<file path="src/rtl/rect_anim_seq_if.sv">
// rect_anim_seq_if: rectangle draw request channel between the animator and rect_draw
interface rect_anim_seq_if;
  logic [15:0] req_x;
  logic [15:0] req_y;
  logic [15:0] req_w;
  logic [15:0] req_h;
  logic [31:0] req_color;
  logic        req_valid;
  logic        req_ready;
  logic [3:0]  req_obj;
  modport master (output req_x, req_y, req_w, req_h, req_color, req_valid, req_obj, input req_ready);
  modport slave  (input req_x, req_y, req_w, req_h, req_color, req_valid, req_obj, output req_ready);
endinterface

</file>
<file path="src/rtl/rect_anim_seq.sv">
// rect_anim_seq: per-frame erase/move/draw sequencer for NUM_OBJS bouncing, hue-cycling rectangles
module rect_anim_seq #(
  parameter int unsigned NUM_OBJS = 4,
  parameter int unsigned SCREEN_W = 1920,
  parameter int unsigned SCREEN_H = 1080,
  parameter int unsigned RECT_W   = 200,
  parameter int unsigned RECT_H   = 200,
  parameter int unsigned STEP     = 1,
  parameter int unsigned HUE_STEP = 1,
  parameter int unsigned INIT_X0  = 100,
  parameter int unsigned INIT_Y0  = 100,
  parameter int unsigned SPACING  = 64,
  parameter int unsigned ERASE_EN = 1,
  parameter logic [31:0] BG_COLOR = 32'h0
) (
  input  logic                 clk,
  input  logic                 arst,
  input  logic                 enable,
  input  logic                 frame_tick,
  rect_anim_seq_if.master      rq,
  output logic                 busy,
  output logic [15:0]          overrun_cnt
);
  localparam int IW = NUM_OBJS > 1 ? $clog2(NUM_OBJS) : 1;
  localparam logic [IW-1:0] LAST = IW'(NUM_OBJS - 1);
  localparam logic [16:0] X_MAX = 17'(SCREEN_W - RECT_W);
  localparam logic [16:0] Y_MAX = 17'(SCREEN_H - RECT_H);
  localparam logic [15:0] ST = 16'(STEP);
  typedef enum logic [1:0] {IDLE, ERASE, UPDATE, DRAW} state_t;
  state_t        state;
  logic [IW-1:0] idx, nidx;
  // dx/dy: 1 means moving towards 0
  logic [15:0]   x [2**IW];
  logic [15:0]   y [2**IW];
  logic          dx [2**IW];
  logic          dy [2**IW];
  logic [10:0]   hue [2**IW];
  logic [15:0]   cx, cy, nx, ny;
  logic [16:0]   xs, ys;
  logic          fx, fy, xfer;
  logic [11:0]   hs;
  logic [10:0]   nh;
  logic [2:0]    seg;
  logic [7:0]    lo, r, g, b;
  assign busy = state != IDLE;
  assign rq.req_w = 16'(RECT_W);
  assign rq.req_h = 16'(RECT_H);
  assign xfer = rq.req_valid & rq.req_ready;
  always_comb begin
    nidx = idx + 1'b1;
    cx = x[idx];
    cy = y[idx];
    xs = {1'b0, cx} + {1'b0, ST};
    ys = {1'b0, cy} + {1'b0, ST};
    fx = dx[idx] ? cx < ST : xs >= X_MAX;
    fy = dy[idx] ? cy < ST : ys >= Y_MAX;
    nx = dx[idx] ? (fx ? 16'd0 : cx - ST) : (fx ? X_MAX[15:0] : xs[15:0]);
    ny = dy[idx] ? (fy ? 16'd0 : cy - ST) : (fy ? Y_MAX[15:0] : ys[15:0]);
    hs = {1'b0, hue[idx]} + 12'(HUE_STEP);
    nh = hs >= 12'd1536 ? 11'(hs - 12'd1536) : hs[10:0];
    // each 256-wide hue segment ramps one channel up or down via the low byte
    seg = nh[10:8];
    lo = nh[7:0];
    r = (seg == 3'd0 || seg == 3'd5) ? 8'hFF : seg == 3'd1 ? ~lo : seg == 3'd4 ? lo : 8'h00;
    g = (seg == 3'd1 || seg == 3'd2) ? 8'hFF : seg == 3'd0 ? lo : seg == 3'd3 ? ~lo : 8'h00;
    b = (seg == 3'd3 || seg == 3'd4) ? 8'hFF : seg == 3'd2 ? lo : seg == 3'd5 ? ~lo : 8'h00;
  end
  always_ff @(posedge clk or posedge arst) begin
    if (arst) begin
      state <= IDLE;
      idx <= '0;
      rq.req_valid <= 1'b0;
      rq.req_x <= '0;
      rq.req_y <= '0;
      rq.req_color <= '0;
      rq.req_obj <= '0;
      overrun_cnt <= '0;
      for (int i = 0; i < 2**IW; i++) begin
        x[i] <= 16'(INIT_X0 + i * SPACING);
        y[i] <= 16'(INIT_Y0 + i * SPACING);
        dx[i] <= 1'(i % 2);
        dy[i] <= 1'b0;
        hue[i] <= 11'((i * 256) % 1536);
      end
    end else begin
      if (frame_tick && state != IDLE && overrun_cnt != 16'hFFFF)
        overrun_cnt <= overrun_cnt + 16'd1;
      case (state)
        IDLE: if (frame_tick && enable) begin
          idx <= '0;
          if (ERASE_EN != 0) begin
            state <= ERASE;
            rq.req_valid <= 1'b1;
            rq.req_x <= x[0];
            rq.req_y <= y[0];
            rq.req_color <= BG_COLOR;
            rq.req_obj <= '0;
          end else begin
            state <= UPDATE;
          end
        end
        ERASE: if (xfer) begin
          if (idx == LAST) begin
            idx <= '0;
            state <= UPDATE;
            rq.req_valid <= 1'b0;
          end else begin
            idx <= nidx;
            rq.req_x <= x[nidx];
            rq.req_y <= y[nidx];
            rq.req_obj <= 4'(nidx);
          end
        end
        UPDATE: begin
          x[idx] <= nx;
          y[idx] <= ny;
          dx[idx] <= dx[idx] ^ fx;
          dy[idx] <= dy[idx] ^ fy;
          hue[idx] <= nh;
          state <= DRAW;
          rq.req_valid <= 1'b1;
          rq.req_x <= nx;
          rq.req_y <= ny;
          rq.req_color <= {8'h00, b, g, r};
          rq.req_obj <= 4'(idx);
        end
        DRAW: if (xfer) begin
          rq.req_valid <= 1'b0;
          idx <= idx == LAST ? '0 : nidx;
          state <= idx == LAST ? IDLE : UPDATE;
        end
        default: state <= IDLE;
      endcase
    end
  end
endmodule

</file>
<file path="src/flat_wrapper.sv">
// flat-port wrapper written by rule: the top's interface ports become plain ports
module rect_anim_seq_flat 
#(
  parameter int unsigned NUM_OBJS = 4,
  parameter int unsigned SCREEN_W = 1920,
  parameter int unsigned SCREEN_H = 1080,
  parameter int unsigned RECT_W   = 200,
  parameter int unsigned RECT_H   = 200,
  parameter int unsigned STEP     = 1,
  parameter int unsigned HUE_STEP = 1,
  parameter int unsigned INIT_X0  = 100,
  parameter int unsigned INIT_Y0  = 100,
  parameter int unsigned SPACING  = 64,
  parameter int unsigned ERASE_EN = 1,
  parameter logic [31:0] BG_COLOR = 32'h0
)
  (clk, arst, enable, frame_tick, busy, overrun_cnt, rq_req_x, rq_req_y, rq_req_w, rq_req_h, rq_req_color, rq_req_valid, rq_req_obj, rq_req_ready);
  rect_anim_seq_if rq_i ();
  input  logic clk;
  input  logic arst;
  input  logic enable;
  input  logic frame_tick;
  output logic busy;
  output logic [15:0] overrun_cnt;
  output wire logic [$bits(rq_i.req_x)-1:0] rq_req_x;
  output wire logic [$bits(rq_i.req_y)-1:0] rq_req_y;
  output wire logic [$bits(rq_i.req_w)-1:0] rq_req_w;
  output wire logic [$bits(rq_i.req_h)-1:0] rq_req_h;
  output wire logic [$bits(rq_i.req_color)-1:0] rq_req_color;
  output wire logic [$bits(rq_i.req_valid)-1:0] rq_req_valid;
  output wire logic [$bits(rq_i.req_obj)-1:0] rq_req_obj;
  input wire logic [$bits(rq_i.req_ready)-1:0] rq_req_ready;
  assign rq_req_x = rq_i.req_x;
  assign rq_req_y = rq_i.req_y;
  assign rq_req_w = rq_i.req_w;
  assign rq_req_h = rq_i.req_h;
  assign rq_req_color = rq_i.req_color;
  assign rq_req_valid = rq_i.req_valid;
  assign rq_req_obj = rq_i.req_obj;
  assign rq_i.req_ready = rq_req_ready;
  rect_anim_seq #(.NUM_OBJS(NUM_OBJS), .SCREEN_W(SCREEN_W), .SCREEN_H(SCREEN_H), .RECT_W(RECT_W), .RECT_H(RECT_H), .STEP(STEP), .HUE_STEP(HUE_STEP), .INIT_X0(INIT_X0), .INIT_Y0(INIT_Y0), .SPACING(SPACING), .ERASE_EN(ERASE_EN), .BG_COLOR(BG_COLOR)) u_core (.clk(clk), .arst(arst), .enable(enable), .frame_tick(frame_tick), .rq(rq_i), .busy(busy), .overrun_cnt(overrun_cnt));
endmodule
</file>
<file path="config.mk">
export PLATFORM = sky130hd
export DESIGN_NAME = rect_anim_seq_flat
export DESIGN_NICKNAME = d
export VERILOG_FILES = /design/src/rtl/rect_anim_seq_if.sv /design/src/rtl/rect_anim_seq.sv /design/src/flat_wrapper.sv
export SDC_FILE = /design/constraint.sdc
export NUM_CORES = 1
export LEC_CHECK = 0
export CORE_MARGIN = 5
export CORE_UTILIZATION = 60
export DETAILED_ROUTE_END_ITERATION = 8
export PLACE_DENSITY = 0.79
export SKIP_CTS_REPAIR_TIMING = 1
export SLEW_MARGIN = 20
export SYNTH_ARGS = -nofsm -noshare
export SYNTH_HDL_FRONTEND = slang
export SYNTH_SLANG_ARGS = --single-unit
</file>
<file path="constraint.sdc">
create_clock -name clk -period 13.3 [get_ports clk]
set_clock_uncertainty 0.1 [all_clocks]
set_input_delay 1.33 -clock clk [delete_from_list [all_inputs] [get_ports clk]]
set_output_delay 1.33 -clock clk [all_outputs]
set_load 0.01 [all_outputs]
</file>
==> results of run 1 <==
## where the power goes
group / internal (W) / switching (W) / total, W
Combinational: 0.0000299 / 0.0000387 / 0.0000687
Clock: 0.000481 / 0.000321 / 0.000802
Sequential: 0.000799 / 0.0000144 / 0.000814
Total: 0.00131 / 0.000374 / 0.00168
## worst paths after layout
check                                    endpoint  slack, ns  cells after the start
max in group asynchronous            u_core.y[60]      10.46                      3
min reg2reg                  u_core.rq.req_obj[1]       0.38                      2
min                          u_core.rq.req_obj[1]       0.38                      2
max reg2reg                          u_core.y[25]       8.04                     12
max                                  u_core.y[25]       8.04                     12
min in group asynchronous  u_core.rq.req_color[3]       1.22                      2
## per-layer routing
metal  share of wire  global-route usage  vias to the layer above
li1                -                   -                     5485
met2            0.48               0.422                      569
met4           0.021              0.0741                        0
met5               0                   0                        -
met3           0.084              0.0486                       73
met1            0.42               0.374                     6008
## sequential cells by signal, summed over array words and instances (netlist names)
signal and cells:
u_core.x 64, u_core.y 64, u_core.hue 44, u_core.rq.req_color 24, u_core.overrun_cnt 16, u_core.rq.req_x 16
u_core.rq.req_y 16, u_core.dx 4, u_core.dy 4, u_core.idx 2, u_core.rq.req_obj 2, u_core.state 2
u_core.rq.req_valid 1
## kinds of logic (layout without fill, tap and decap cells)
group / after synthesis / count (layout)
AND/OR/NAND/NOR: 494 / 494
AO/OA/AOI/OAI: 406 / 406
flip-flops: 259 / 259
buffers and inverters: 178 / 178
multiplexers: 111 / 111
XOR/XNOR: 47 / 47
adder cells (fa/ha/maj): 15 / 15
other: 2 / 42
## cell type report
type                    instances  area (µm²)  area share
clock inverters                10         105     0.00629
repair buffers                 99         947      0.0567
well taps                     330         413      0.0247
flip-flops and latches        259        6530       0.391
clock buffers                  42         855      0.0511
multi-input cells            1115        7760       0.464
inverters                      27         109     0.00651
## worst min-delay path, cell delays in order (launching register included)
cell,delay [ns]
dfrtp_1,0.34
nand2_1,0.05
o31ai_1,0.05
## layout by cell type (no fill, tap or decap), types with 13 or more instances in the layout
cell type,netlist,routed
o22ai_1,13,13
nor2_1,74,74
buf_4,52,18
o21ai_1,16,16
mux4_2,76,76
a221oi_1,13,13
mux2_2,14,14
dfstp_2,32,32
nand4_1,19,19
dfrtp_1,227,225
clkdlybuf4s50_1,0,80
o31ai_1,57,57
nor3_1,21,21
and3_1,15,15
clkbuf_16,0,29
nand2_1,263,259
inv_1,26,25
ha_1,15,14
conb_1,2,42
mux2i_1,21,21
o21ai_0,176,176
a21oi_1,35,35
nand3_1,41,41
xnor2_1,35,35
## metrics by stage
stage / utilization / std cells
6_report: 0.667 / 1882
5_1_grt: 0.667 / 1882
4_1_cts: 0.667 / 1882
3_5_place_dp: 0.629 / 1830
3_3_place_gp: 0.629 / 1830
2_1_floorplan: - / 1552
==> report_table.html, run 1 <==
<table>
<tr><th>Metric</th><th>Value</th></tr>
<tr><th colspan="2">STA</th></tr>
<tr><td>TNS Setup</td><td>0 ns</td></tr>
<tr><td>Slew of the pin with the lowest slew margin</td><td>approximately 1.2 ns</td></tr>
<tr><td>Portion of the clock cycle consumed by the worst path in the final layout</td><td>0.395</td></tr>
<tr><td>Pins over their slew limit</td><td>0</td></tr>
<tr><td>Unrepaired setup endpoints after global routing</td><td>no</td></tr>
<tr><td>Final-report setup violation count</td><td>0</td></tr>
<tr><td>Final worst slack</td><td>8.04 ns</td></tr>
<tr><td>Worst hold slack</td><td>0.375 ns</td></tr>
<tr><td>Final count of hold timing violations</td><td>0</td></tr>
<tr><td>Max-slew headroom</td><td>0.188</td></tr>
<tr><td>Final critical-path required period</td><td>5.26 ns</td></tr>
<tr><td>Maximum operating frequency</td><td>between 0.15 and 0.2 GHz</td></tr>
<tr><th colspan="2">Drt</th></tr>
<tr><td>Total wire length after detailed routing</td><td>~38 mm</td></tr>
<tr><td>Via count normalized by instance count</td><td>around 6.4</td></tr>
<tr><td>Iter 0 DRT Violations</td><td>1,220</td></tr>
<tr><td># DRC</td><td>0</td></tr>
<tr><td>First-pass iteration count of the detailed router</td><td>6</td></tr>
<tr><td>Wire per inst</td><td>20.0 µm</td></tr>
<tr><td>Detailed-route via count</td><td>between 10,000 and 15,000</td></tr>
<tr><td>Residual antenna-violating net count after detailed routing</td><td>0</td></tr>
<tr><th colspan="2">Setup path</th></tr>
<tr><td>Critical-path maximum fanout</td><td>32</td></tr>
<tr><td>Cell type of the slowest stage on the worst timing path</td><td>dfrtp_2</td></tr>
<tr><td>Required time at the endpoint of the critical path</td><td>13.59 ns</td></tr>
<tr><td>Worst R2R Start</td><td>u_core.idx[1]</td></tr>
<tr><td>Crit. End Element</td><td>flop</td></tr>
<tr><td>Largest stage delay on the critical path</td><td>approximately 0.94 ns</td></tr>
<tr><td>Most used cell, CP</td><td>inv_1</td></tr>
<tr><td>Data arrival at the endpoint of the critical path</td><td>5.55 ns</td></tr>
<tr><td>Crit path launch</td><td>u_core.idx[1]</td></tr>
<tr><td>Critical path class</td><td>reg -&gt; reg</td></tr>
<tr><td>Largest delay share family, worst path</td><td>compound AO/OA/AOI/OAI gates</td></tr>
<tr><td>WP buf/inv</td><td>3</td></tr>
<tr><td>Launching element type of the critical path</td><td>flop</td></tr>
<tr><td>Chain of cells forming the critical path</td><td>buf_4 &gt; mux4_2 &gt; inv_1 &gt; ha_1 &gt; inv_1 &gt; nor3_1 &gt; nand3_2 &gt; o31ai_4 &gt; o22a_1 &gt; nor2_1 &gt; a311oi_4 &gt; o21ai_1</td></tr>
<tr><th colspan="2">Place</th></tr>
<tr><td>Half-perimeter wire length of the detailed placement result</td><td>23.7 mm</td></tr>
<tr><td>Worst slack, placed</td><td>8.11 ns</td></tr>
<tr><td>Routability congestion estimate from global placement</td><td>~0.94</td></tr>
<tr><td>Post-placement cell area</td><td>15,700 µm²</td></tr>
<tr><td>Port buffer count</td><td>80</td></tr>
<tr><th colspan="2">Global route</th></tr>
<tr><td>Wire length of the first global-routing pass</td><td>between 60 and 70 mm</td></tr>
<tr><td>Aggregate global routing overflow</td><td>0</td></tr>
<tr><td>Initial antenna violation count</td><td>0</td></tr>
<tr><td>Via count of the first global-routing pass</td><td>11,900</td></tr>
<tr><td>Overall Global Routing Usage</td><td>0.264</td></tr>
<tr><td>Maximum number of pins on one net before global-route repair</td><td>about 110</td></tr>
<tr><th colspan="2">Final layout</th></tr>
<tr><td>Relative area change from synthesis to final layout</td><td>10.4%</td></tr>
<tr><td>Fraction of final layout cells with drive strength greater than 1</td><td>0.146</td></tr>
<tr><td># fillers</td><td>a little under 2,000</td></tr>
<tr><td>Inserted Diodes</td><td>0</td></tr>
<tr><td># nets final</td><td>1,550</td></tr>
<tr><td>Area of all placed cells without fillers</td><td>16,700 µm²</td></tr>
<tr><th colspan="2">Power</th></tr>
<tr><td>PD cells</td><td>101 nW/µm²</td></tr>
<tr><td>Leakage dissipation</td><td>6.86 nW</td></tr>
<tr><td>Peak ir drop on the vdd network</td><td>roughly 0.12 mV</td></tr>
<tr><td>Total power</td><td>approximately 0.0017 W</td></tr>
<tr><th colspan="2">Clock network</th></tr>
<tr><td>Number of levels the H-tree was split into</td><td>1</td></tr>
<tr><td>CTS Buf Count</td><td>28</td></tr>
<tr><td>Clock slew seen by the registers of the worst setup and hold paths</td><td>0.06 ns</td></tr>
<tr><td>Worst skew pair latency</td><td>0.55 ns</td></tr>
<tr><td># clock sinks</td><td>259</td></tr>
<tr><td>CTS tree</td><td>done</td></tr>
<tr><td>Clock root buffer</td><td>clkbuf_16</td></tr>
<tr><td>Number of buffers on the longest clock path</td><td>3</td></tr>
<tr><th colspan="2">Die</th></tr>
<tr><td>Die area</td><td>28,500 µm²</td></tr>
<tr><td>Die outline height</td><td>between 150 and 200 µm</td></tr>
<tr><td>Number of top-level pins</td><td>123</td></tr>
<tr><td>Starting utilization of the core area</td><td>0.605</td></tr>
<tr><td>Core outline area</td><td>between 20,000 and 30,000 µm²</td></tr>
<tr><td>Number of rows created at floorplan</td><td>58</td></tr>
<tr><td>Die Wd</td><td>169 µm</td></tr>
<tr><th colspan="2">Synth</th></tr>
<tr><td>Syn Std Cell Area</td><td>15,100 µm²</td></tr>
<tr><td>Top post-synthesis cells by area</td><td>dfrtp_1 38%, mux4_2 11%, nand2_1 6.5%, o21ai_0 5.8%, dfstp_2 5.6%</td></tr>
<tr><td>Share of the synthesized area in the top cell type</td><td>0.375</td></tr>
<tr><td>Yosys Warn Count</td><td>0</td></tr>
<tr><td>Post-synthesis sequential area ratio</td><td>0.431</td></tr>
<tr><td>Largest family of logic cells by synthesized area</td><td>compound AO/OA/AOI/OAI gates</td></tr>
<tr><td>Total of flip-flops plus latches after synthesis</td><td>roughly 260</td></tr>
<tr><td>Most common library cells after synthesis</td><td>263 x nand2_1, 227 x dfrtp_1, 176 x o21ai_0</td></tr>
<tr><td>Gate Count Post-Synth</td><td>1,512</td></tr>
<tr><td>Most repeated cell in the gate-level netlist after synthesis</td><td>nand2_1</td></tr>
<tr><td>Area share of and/or/nand/nor cells after synthesis</td><td>0.148</td></tr>
<tr><td>Adder-cell area share of the yosys netlist</td><td>0.0124</td></tr>
<tr><td>Area share of xor/xnor cells in the synthesized design</td><td>0.0272</td></tr>
<tr><td>Dominant register cell in the synthesized netlist</td><td>dfrtp_1</td></tr>
<tr><td>Synth Area per Inst</td><td>~10 µm²</td></tr>
<tr><td>Fraction of synthesized area in multiplexers</td><td>0.137</td></tr>
<tr><td>Fraction of registers with async set or reset after synthesis</td><td>1.00</td></tr>
<tr><td>Number of distinct standard cells referenced by the synthesized netlist</td><td>91</td></tr>
<tr><td>Number of flops mapped to enable cells by yosys</td><td>0</td></tr>
<tr><td>Fraction of the mapped netlist area in compound gates</td><td>0.175</td></tr>
<tr><td>Post-synth top area cell</td><td>dfrtp_1</td></tr>
<tr><th colspan="2">Hold path</th></tr>
<tr><td>Start point of the worst min-delay path</td><td>u_core.rq.req_obj[1]</td></tr>
<tr><td>Worst min-delay path class</td><td>reg -&gt; reg</td></tr>
<tr><th colspan="2">Run status</th></tr>
<tr><td>Result of the run</td><td>finished clean</td></tr>
<tr><th colspan="2">Run</th></tr>
<tr><td>Max-Cap Viols</td><td>0</td></tr>
</table>
No activity file was read; power rests on OpenSTA's default activity.
==> run 2: changes to the inputs <==
Settings changed: CORE_UTILIZATION 60 to 54, PLACE_DENSITY 0.79 to 0.75.
Clock period 13.3 ns to 4.8 ns, I/O delays scaled along.
==> report_table.html, run 2 (synthesis results as in run 1) <==
<table>
<tr><th>Metric</th><th>Value</th></tr>
<tr><th colspan="2">Run status</th></tr>
<tr><td>Result of the run</td><td>finished clean</td></tr>
<tr><th colspan="2">Setup path</th></tr>
<tr><td>Required time at the endpoint of the critical path</td><td>5.12 ns (-8.47 ns)</td></tr>
<tr><td>Largest stage delay on the critical path</td><td>0.93 ns (about the same)</td></tr>
<tr><td>Chain of cells forming the critical path</td><td>mux4_2 &gt; ha_1 &gt; nand3_1 &gt; or3b_1 &gt; a311o_1 &gt; a311oi_2 &gt; buf_4 &gt; nand3_1 &gt; a21oi_1 &gt; o21ai_0</td></tr>
<tr><td>WP buf/inv</td><td>1 (-2)</td></tr>
<tr><td>Critical-path maximum fanout</td><td>48 (+50%)</td></tr>
<tr><td>Cell type of the slowest stage on the worst timing path</td><td>dfrtp_4</td></tr>
<tr><td>Most used cell, CP</td><td>nand3_1</td></tr>
<tr><td>Crit. End Element</td><td>flop</td></tr>
<tr><td>Data arrival at the endpoint of the critical path</td><td>4.52 ns (-1.03 ns)</td></tr>
<tr><td>Critical path class</td><td>reg -&gt; reg</td></tr>
<tr><td>Launching element type of the critical path</td><td>flop</td></tr>
<tr><td>Largest delay share family, worst path</td><td>compound AO/OA/AOI/OAI gates</td></tr>
<tr><th colspan="2">Power</th></tr>
<tr><td>PD cells</td><td>282 nW/µm² (+180%)</td></tr>
<tr><td>Relative contribution of sequential cells to total power</td><td>0.469 (-0.014)</td></tr>
<tr><td>Power share of the combinational group</td><td>0.040 (about the same)</td></tr>
<tr><td>Cell Int Power</td><td>0.00371 W (+180%)</td></tr>
<tr><td>Peak ir drop on the vdd network</td><td>0.254 mV (+110%)</td></tr>
<tr><td>Net switching fraction of the power</td><td>0.227 (+0.00545)</td></tr>
<tr><td>Part of the power in the clock network</td><td>0.491 (+0.015)</td></tr>
<tr><td>Leakage dissipation</td><td>6.97 nW (+1.6%)</td></tr>
<tr><td>Psw</td><td>0.00109 W (+190%)</td></tr>
<tr><th colspan="2">Final layout</th></tr>
<tr><td>Inserted Diodes</td><td>0 (unchanged)</td></tr>
<tr><td>Area of the multi-input gates</td><td>7760 µm² (about the same)</td></tr>
<tr><td>Most frequent cells in the layout</td><td>259 x nand2_1, 225 x dfrtp_1, 176 x o21ai_0</td></tr>
<tr><td>Largest registers</td><td>u_core.x (64), u_core.y (64), u_core.hue (44)</td></tr>
<tr><td>Final Core Density</td><td>0.615 (-0.0527)</td></tr>
<tr><td>Post-route insts no fill</td><td>1,950 (+3.6%)</td></tr>
<tr><td># nets final</td><td>1,570 (+1.3%)</td></tr>
<tr><td>Area of all placed cells without fillers</td><td>17,000 µm² (+1.9%)</td></tr>
<tr><td>Relative area change from synthesis to final layout</td><td>12.5%</td></tr>
<tr><td>Register Area</td><td>6530 µm² (unchanged)</td></tr>
<tr><td>Most common library cell in the layout ignoring fill and taps</td><td>nand2_1</td></tr>
<tr><td>Fraction of final layout cells with drive strength greater than 1</td><td>0.160 (+0.0140)</td></tr>
<tr><td># fillers</td><td>2,305 (+19%)</td></tr>
<tr><th colspan="2">Clock network</th></tr>
<tr><td>CTS tree</td><td>done</td></tr>
<tr><td>Clock slew seen by the registers of the worst setup and hold paths</td><td>0.07 ns (about the same)</td></tr>
<tr><td># clock sinks</td><td>259 (unchanged)</td></tr>
<tr><td>Worst skew pair latency</td><td>0.55 ns (about the same)</td></tr>
<tr><td>Number of levels the H-tree was split into</td><td>1 (unchanged)</td></tr>
<tr><td>Clock root buffer</td><td>clkbuf_16</td></tr>
<tr><td>Number of buffers on the longest clock path</td><td>3 (unchanged)</td></tr>
<tr><td>CTS Buf Count</td><td>28 (unchanged)</td></tr>
<tr><th colspan="2">STA</th></tr>
<tr><td>Portion of the clock cycle consumed by the worst path in the final layout</td><td>0.876 (+0.481)</td></tr>
<tr><td>Unrepaired setup endpoints after global routing</td><td>no</td></tr>
<tr><td>Final count of hold timing violations</td><td>0 (unchanged)</td></tr>
<tr><td>Max-slew headroom</td><td>0.394 (+0.205)</td></tr>
<tr><td>TNS Setup</td><td>0 ns (unchanged)</td></tr>
<tr><td>Final-report setup violation count</td><td>0 (unchanged)</td></tr>
<tr><td>Slew of the pin with the lowest slew margin</td><td>0.907 ns (-0.307 ns)</td></tr>
<tr><td>Maximum operating frequency</td><td>0.238 GHz (+25%)</td></tr>
<tr><td>Pins over their slew limit</td><td>0 (unchanged)</td></tr>
<tr><td>Final critical-path required period</td><td>4.20 ns (-1.05 ns)</td></tr>
<tr><td>Worst hold slack</td><td>0.249 ns (-0.126 ns)</td></tr>
<tr><th colspan="2">Drt</th></tr>
<tr><td>Via count normalized by instance count</td><td>6.22 (-3.5%)</td></tr>
<tr><td>Wire per inst</td><td>19.8 µm (-1.4%)</td></tr>
<tr><td>Residual antenna-violating net count after detailed routing</td><td>0 (unchanged)</td></tr>
<tr><td>Iter 0 DRT Violations</td><td>1,032 (-15%)</td></tr>
<tr><td>Total wire length after detailed routing</td><td>38.5 mm (+2.2%)</td></tr>
<tr><td>Detailed-route via count</td><td>12,100 (-0.033%)</td></tr>
<tr><td># DRC</td><td>0 (unchanged)</td></tr>
<tr><td>First-pass iteration count of the detailed router</td><td>5 (-1)</td></tr>
<tr><th colspan="2">Place</th></tr>
<tr><td>Half-perimeter wire length of the detailed placement result</td><td>24.8 mm (+4.7%)</td></tr>
<tr><td>Post-placement cell area</td><td>16,000 µm² (+1.5%)</td></tr>
<tr><td>Port buffer count</td><td>80 (unchanged)</td></tr>
<tr><td>Routability congestion estimate from global placement</td><td>0.954 (+1.7%)</td></tr>
<tr><td>Number of placed cells counting well taps</td><td>1,897 (+3.7%)</td></tr>
<tr><th colspan="2">Die</th></tr>
<tr><td>Starting utilization of the core area</td><td>0.546 (-0.0583)</td></tr>
<tr><td>Die area</td><td>31,500 µm² (+10%)</td></tr>
<tr><td>Die outline height</td><td>177 µm (+5.1%)</td></tr>
<tr><td>Core outline area</td><td>27,700 µm² (+11%)</td></tr>
<tr><td>Die Wd</td><td>177 µm (+5.1%)</td></tr>
<tr><td>Number of top-level pins</td><td>123 (unchanged)</td></tr>
<tr><td>Number of rows created at floorplan</td><td>61 (+5.2%)</td></tr>
<tr><th colspan="2">Global route</th></tr>
<tr><td>Via count of the first global-routing pass</td><td>11,900 (+0.67%)</td></tr>
<tr><td>Overall Global Routing Usage</td><td>0.245 (-0.0189)</td></tr>
<tr><td>Initial antenna violation count</td><td>0 (unchanged)</td></tr>
<tr><td>Wire length of the first global-routing pass</td><td>63.2 mm (+2.0%)</td></tr>
<tr><td>Aggregate global routing overflow</td><td>0 (unchanged)</td></tr>
<tr><td>Maximum number of pins on one net before global-route repair</td><td>188 (+76%)</td></tr>
<tr><th colspan="2">Run</th></tr>
<tr><td>Max-Cap Viols</td><td>0 (unchanged)</td></tr>
<tr><th colspan="2">Hold path</th></tr>
<tr><td>Worst min-delay path class</td><td>in -&gt; async</td></tr>
</table>
==> run 2: cell count changes in the layout (fill, tap and decap cells not counted), sizes merged <==
cell / delta
clkinvlp: +6
clkinv: -2
inv: +3
buf: +20
clkbuf: -10
bufinv: +3
==> run 2: final cells by class <==
class	count	share of cell area
Inverter	27	0.00617
Clock buffer	32	0.0444
Sequential cell	259	0.383
Tap cell	378	0.0278
Clock inverter	20	0.0154
Multi-Input combinational cell	1115	0.455
Timing Repair Buffer	119	0.0676
==> run 2: stage by stage <==
stage | total power (W) | worst slack (ns)
after floorplan | 0.00242 | 0.505
after global placement | 0.00248 | 0.712
after detailed placement | 0.00248 | 0.632
after CTS | 0.00485 | 0.610
after global routing | 0.00496 | 0.362
final | 0.00481 | 0.595
==> run 2: path summary, 6_finish.rpt <==
path,start,to,slack (ns),cells past startpoint
min in group clk,u_core.rq.req_y[12],u_core.rq.req_y[12],0.37,2
min reg2reg,u_core.rq.req_y[12],u_core.rq.req_y[12],0.37,2
max reg2reg,u_core.idx[0],u_core.rq.req_y[8],0.60,10
max in group asynchronous,arst,u_core.y[62],3.37,4
min,arst,u_core.y[61],0.25,3
max,u_core.idx[0],u_core.rq.req_y[8],0.60,10
==> run 2: metal layers <==
layer | vias up | track usage | part of all wire
met5 | - | 0 | 0
met4 | 0 | 0.0706 | 0.028
met3 | 91 | 0.0401 | 0.075
met2 | 507 | 0.389 | 0.46
met1 | 6007 | 0.351 | 0.43
li1 | 5526 | - | -
==> run 2: tightest hold or removal path: cells and delay by family <==
kind                   cells  cell delay [ns]
buffers and inverters      3             0.79
==> run 2: power groups by stage <==
stage	sequential [W]	clock (W)	combinational (W)
global route	0.00226	0.00249	0.000213
floorplan	0.00230	0	0.000117
finish	0.00225	0.00236	0.000191
CTS	0.00225	0.00240	0.000193
detailed placement	0.00229	0	0.000193
global placement	0.00229	0	0.000188
